**config.mk**
```make
export PLATFORM = sky130hd
export DESIGN_NAME = regfile_2r1w
export DESIGN_NICKNAME = d
export VERILOG_FILES = /design/src/rtl/regfile_pkg.sv /design/src/rtl/regfile_scoreboard.sv /design/src/rtl/regfile_2r1w.sv
export SDC_FILE = /design/constraint.sdc
export NUM_CORES = 2
export LEC_CHECK = 0
export BUFFER_PORTS_ARGS = -buffer_cell sky130_fd_sc_hd__buf_2
export CAP_MARGIN = 20
export CORE_MARGIN = 2
export CORE_UTILIZATION = 41
export CTS_CLUSTER_SIZE = 12
export DETAILED_ROUTE_END_ITERATION = 6
export PLACE_DENSITY = 0.58
export SYNTH_ARGS = -nofsm -noshare
export SYNTH_HDL_FRONTEND = slang
export SYNTH_SLANG_ARGS = --single-unit
```
**constraint.sdc**
```tcl
create_clock -name clk -period 40.4 [get_ports clk]
set_clock_uncertainty 0.15 [all_clocks]
set_input_delay 2.02 -clock clk [delete_from_list [all_inputs] [get_ports clk]]
set_output_delay 2.02 -clock clk [all_outputs]
set_load 0.01 [all_outputs]
```
**src/rtl/regfile_pkg.sv**
```systemverilog
// rtl/regfile_pkg.sv - shared defaults and address legality helper for the register file
package regfile_pkg;

   localparam int XLEN_DEFAULT  = 32;
   localparam int NREGS_DEFAULT = 32;

   // An address is usable when it names an existing register that is not the hard-wired zero.
   function automatic logic legal_addr(input int unsigned addr, input int unsigned nregs,
                                       input logic zero_reg);
      return (addr < nregs) && !(zero_reg && (addr == 0));
   endfunction

endpackage

```
**src/rtl/regfile_scoreboard.sv**
```systemverilog
// rtl/regfile_scoreboard.sv - per-register busy vector with set-over-clear priority and read masking
module regfile_scoreboard
   import regfile_pkg::*;
#(
   parameter int NREGS    = NREGS_DEFAULT,
   parameter int BYPASS   = 1,
   parameter int ZERO_REG = 1,
   parameter int AW       = $clog2(NREGS)
) (
   input  logic          clk,
   input  logic          reset,
   input  logic          wr_ok,
   input  logic [AW-1:0] waddr,
   input  logic          busy_set,
   input  logic [AW-1:0] busy_addr,
   input  logic [AW-1:0] raddr1,
   input  logic [AW-1:0] raddr2,
   output logic          busy1,
   output logic          busy2
);

   logic [NREGS-1:0] busy;
   logic             set_ok;

   assign set_ok = busy_set && legal_addr(32'(busy_addr), 32'(NREGS), ZERO_REG != 0);

   // A new producer issued in the same cycle as a commit keeps the register busy.
   always_ff @(posedge clk or posedge reset) begin
      if (reset) begin
         busy <= '0;
      end else begin
         for (int i = 0; i < NREGS; i++) begin
            if (set_ok && (busy_addr == AW'(i)))
               busy[i] <= 1'b1;
            else if (wr_ok && (waddr == AW'(i)))
               busy[i] <= 1'b0;
         end
      end
   end

   always_comb begin
      busy1 = 1'b0;
      if (legal_addr(32'(raddr1), 32'(NREGS), ZERO_REG != 0)) begin
         busy1 = busy[raddr1];
         if ((BYPASS != 0) && wr_ok && (waddr == raddr1))
            busy1 = 1'b0;
      end
   end

   always_comb begin
      busy2 = 1'b0;
      if (legal_addr(32'(raddr2), 32'(NREGS), ZERO_REG != 0)) begin
         busy2 = busy[raddr2];
         if ((BYPASS != 0) && wr_ok && (waddr == raddr2))
            busy2 = 1'b0;
      end
   end

endmodule

```
**src/rtl/regfile_2r1w.sv**
```systemverilog
// rtl/regfile_2r1w.sv - two-read one-write register file with zero register, bypass and busy scoreboard
module regfile_2r1w
   import regfile_pkg::*;
#(
   parameter int XLEN     = XLEN_DEFAULT,
   parameter int NREGS    = NREGS_DEFAULT,
   parameter int BYPASS   = 1,
   parameter int ZERO_REG = 1,
   localparam int AW      = $clog2(NREGS)
) (
   input  logic            clk,
   input  logic            reset,
   input  logic            we,
   input  logic [AW-1:0]   waddr,
   input  logic [XLEN-1:0] wdata,
   input  logic [AW-1:0]   raddr1,
   input  logic [AW-1:0]   raddr2,
   output logic [XLEN-1:0] rdata1,
   output logic [XLEN-1:0] rdata2,
   input  logic            busy_set,
   input  logic [AW-1:0]   busy_addr,
   output logic            busy1,
   output logic            busy2
);

   logic [XLEN-1:0] mem [NREGS];
   logic            wr_ok;

   // Gating with reset keeps the bypass path quiet while the array is being cleared.
   assign wr_ok = we && !reset && legal_addr(32'(waddr), 32'(NREGS), ZERO_REG != 0);

   // The zero register is never written, so its flop collapses to a constant.
   always_ff @(posedge clk or posedge reset) begin
      if (reset) begin
         for (int i = 0; i < NREGS; i++)
            mem[i] <= '0;
      end else if (wr_ok) begin
         mem[waddr] <= wdata;
      end
   end

   always_comb begin
      rdata1 = '0;
      if (legal_addr(32'(raddr1), 32'(NREGS), ZERO_REG != 0)) begin
         rdata1 = mem[raddr1];
         if ((BYPASS != 0) && wr_ok && (waddr == raddr1))
            rdata1 = wdata;
      end
   end

   always_comb begin
      rdata2 = '0;
      if (legal_addr(32'(raddr2), 32'(NREGS), ZERO_REG != 0)) begin
         rdata2 = mem[raddr2];
         if ((BYPASS != 0) && wr_ok && (waddr == raddr2))
            rdata2 = wdata;
      end
   end

   regfile_scoreboard #(
      .NREGS    (NREGS),
      .BYPASS   (BYPASS),
      .ZERO_REG (ZERO_REG),
      .AW       (AW)
   ) u_scoreboard (
      .clk       (clk),
      .reset     (reset),
      .wr_ok     (wr_ok),
      .waddr     (waddr),
      .busy_set  (busy_set),
      .busy_addr (busy_addr),
      .raddr1    (raddr1),
      .raddr2    (raddr2),
      .busy1     (busy1),
      .busy2     (busy2)
   );

endmodule

```
==> flow_summary.json <==
{
  "synth_xor_xnor_area_share": 0.00139,
  "floorplan.io_pins": 122,
  "floorplan.die_area_um2": 141000,
  "post_route_cells_drive_above_1_share": 0.447,
  "max_slew_margin": 0.229,
  "tritoncts": "yes",
  "fin_nets": 3876,
  "floorplan.initialDensity": 0.412,
  "clock_pin_slew_worst_setup_and_hold_paths_ns": 0.06,
  "part_of_the_power_in_combinational_logic": 0.161,
  "class_of_the_most_critical_hold_timing_path": "flop to flop",
  "core_region_area_um2": 137000,
  "synth_top_area_cell": "dfrtp_1",
  "vdd_ir_drop_max_mv": 0.0380,
  "synth_seq_area_share": 0.467,
  "synth.top_cells.by_area": "dfrtp_1 (47%), mux2_2 (18%), mux4_2 (15%)",
  "post_cts_hold_buffer_count": 0,
  "tritoncts_sinks": 1056,
  "clk-insertion-delay-late_ns": 0.72,
  "num-fill-cells": 12197,
  "groute.usage.overall": 0.274,
  "final-max-slew-violation-count": 0,
  "syn-num-nets": 4004,
  "setup-tns-final_ns": 0,
  "minimum_hold_slack_ns": 0.249,
  "synth_edf_count": 0,
  "drt-vias-per-instance": 6.52,
  "dr.first_iter.drc_count": 3517,
  "detailedPlacementHpwl_um": 103000,
  "post_cts_resized": 0,
  "post_synth_instance_area_um2": 56500,
  "max_cap_violation_count": 0,
  "maxClockFrequency_ghz": 0.117,
  "power.density_cell_area_nw_per_um2": 46.6,
  "crit_arrival_ns": 6.36,
  "dpl_worst_slack_ns": 31.99,
  "startpoint_type": "primary input",
  "post-route-min-period_ns": 8.53,
  "syn2layout_area_growth_pct": 10.5,
  "detail_route.drc_violations": 0,
  "switchingPower_uw": 780,
  "synth.yosys.warnings": 0,
  "unrepaired_setup_endpoints_after_global_routing": "no",
  "simple_gate_share_of_the_synthesized_area": 0.0183,
  "netlist.area_leader.share": 0.467,
  "place.gp.congestion": 0.794,
  "postCtsSetupRepairBufs": 0,
  "ctsRootBufferMaster": "clkbuf_16",
  "report.final.hold_viol_count": 0,
  "htree_levels": 3,
  "synth_ff_type": "dfrtp_1",
  "ant_nets": 0,
  "sw_frac_of_total": 0.268,
  "vias": 37222,
  "power_report.internal_total_uw": 2130,
  "power.clock.fraction": 0.392,
  "synth-compound-area-share": 0.0650,
  "share_seq_of_total_power": 0.447,
  "status": "finished, final reports clean",
  "netlist_instances": 3948,
  "io_buf_count": 121,
  "final_non_filler_cell_area_um2": 62500,
  "synth_top_family_by_area": "multiplexers",
  "worst-slew-pin-transition_ns": 1.14,
  "ys_async_sr_fraction": 1.00,
  "post-route-worst-setup-slack_ns": 31.87,
  "drt_pass1_iterations": 7,
  "grt_pass1_wl_um": 280000,
  "grt_start_max_net_pins": 167,
  "synth_fa_ha_area_frac": 0,
  "post_synth.cell_area_avg_um2": 14.3,
  "critical_path.max_fanout": 72,
  "die_w_um": 375,
  "synth-seq-cells": 1056,
  "setup-violations-final": 0,
  "cts-buffers-inserted": 118,
  "placementRows": 136,
  "detailed_place.area_um2": 58300,
  "post_drt_wl_per_cell_um": 33.8,
  "die_outline_height_um": 375,
  "power.static_leakage_uw": 0.0282,
  "worstSetupEndpointType": "output pin",
  "drt_wl_total_um": 193000,
  "antenna_found_initial": 7,
  "first_global_vias": 37717,
  "synth_cell_types": 54,
  "path_class": "primary input to output pin",
  "final_util": 0.455,
  "critical_path_required_ns": 38.23,
  "min_period_over_period": 0.211,
  "synthMuxAreaShare": 0.410,
  "grt_overflow": 0,
  "clockBufferDepth": 3
}
## path summary, 6_finish.rpt
kind	to	slack, ns	depth (start not counted)	start
worst min register to register	mem[1014]	0.25	0	mem[1014]
worst max register to register	mem[593]	39.42	1	mem[593]
worst max-delay path	rdata2[11]	31.87	9	raddr2[1]
max in group asynchronous	mem[103]	35.77	5	reset
min in group asynchronous	mem[159]	1.22	2	reset
worst min-delay path	mem[1014]	0.25	0	mem[1014]
## area by class of cell
cell class	instances	area [um2]	share of cell area
Multi-Input combinational cell	2423	28300	0.453
Sequential cell	1056	26400	0.423
Clock buffer	184	3600	0.0577
Tap cell	1794	2240	0.0359
Timing Repair Buffer	204	1320	0.0211
Clock inverter	32	507	0.00811
Inverter	17	71.3	0.00114
Antenna cell	3	7.51	0.000120
## critical path, cell delays in order
cell and delay, ns:
buf_8 0.56, buf_4 0.84, buf_4 0.82, buf_4 0.76
mux4_2 0.41, o22ai_1 0.18, nor2_1 0.08, a32o_1 0.37
buf_2 0.19
## metrics by stage
stage                     std cells  power, uW
after CTS                      5709       2930
after global routing           5710       3030
after detailed placement       5493       1790
final                          5713       2910
after floorplan                3948       1650
after global placement         5493       1770
## routing by layer
layer | global-route usage | vias to the layer above | wire (um)
met5 | 0.00549 | - | 138
met4 | 0.0903 | 8 | 6200
met3 | 0.0693 | 346 | 17500
met2 | 0.411 | 1585 | 86100
met1 | 0.389 | 20213 | 83100
li1 | - | 15070 | -
## logic make-up after synthesis
| logic type | after synthesis |
|---|---|
| muxes | 1714 |
| and+or+nand+nor | 220 |
| buffers and inverters | 469 |
| DFF | 1056 |
| xor gates and xnor gates | 9 |
| AOI/OAI and AO/OA | 480 |
## registers in the layout, summed over array words and instances, names as in the netlist
signal and flops:
mem 1024, u_scoreboard.busy 32
## power by group through the flow
stage	combinational [uW]	clock (uW)	sequential [uW]
2_1_floorplan	365	0	1280
3_3_place_gp	462	0	1310
3_5_place_dp	469	0	1320
4_1_cts	470	1160	1300
5_1_grt	504	1210	1320
6_report	470	1140	1300
## cell usage in the layout (no fill, tap or decap), drive strengths merged, types with 18 or more instances in the layout
| cell type | count |
|---|---|
| clkbuf | 185 |
| clkinv | 18 |
| mux2i | 311 |
| dfrtp | 1056 |
| a32o | 52 |
| a221o | 19 |
| inv | 19 |
| a22o | 22 |
| o22ai | 50 |
| nor2 | 57 |
| o221ai | 76 |
| mux2 | 1025 |
| mux4 | 378 |
| nand2 | 100 |
| a21oi | 79 |
| a22oi | 110 |
| buf | 203 |
## cell usage after synthesis (17+ instances only)
library cell  count
buf_1            69
nor2_1           51
nand2_1         100
mux2_2          927
o22ai_1          50
o221ai_1         76
a221o_1          19
clkbuf_1        233
buf_2           109
mux4_2          378
dfrtp_1        1056
a32o_1           52
mux2_1           98
mux2i_1         311
buf_6            27
inv_1            17
a21oi_1          79
a22o_1           22
a22oi_1         110
Power figures use the tool's default switching activity.
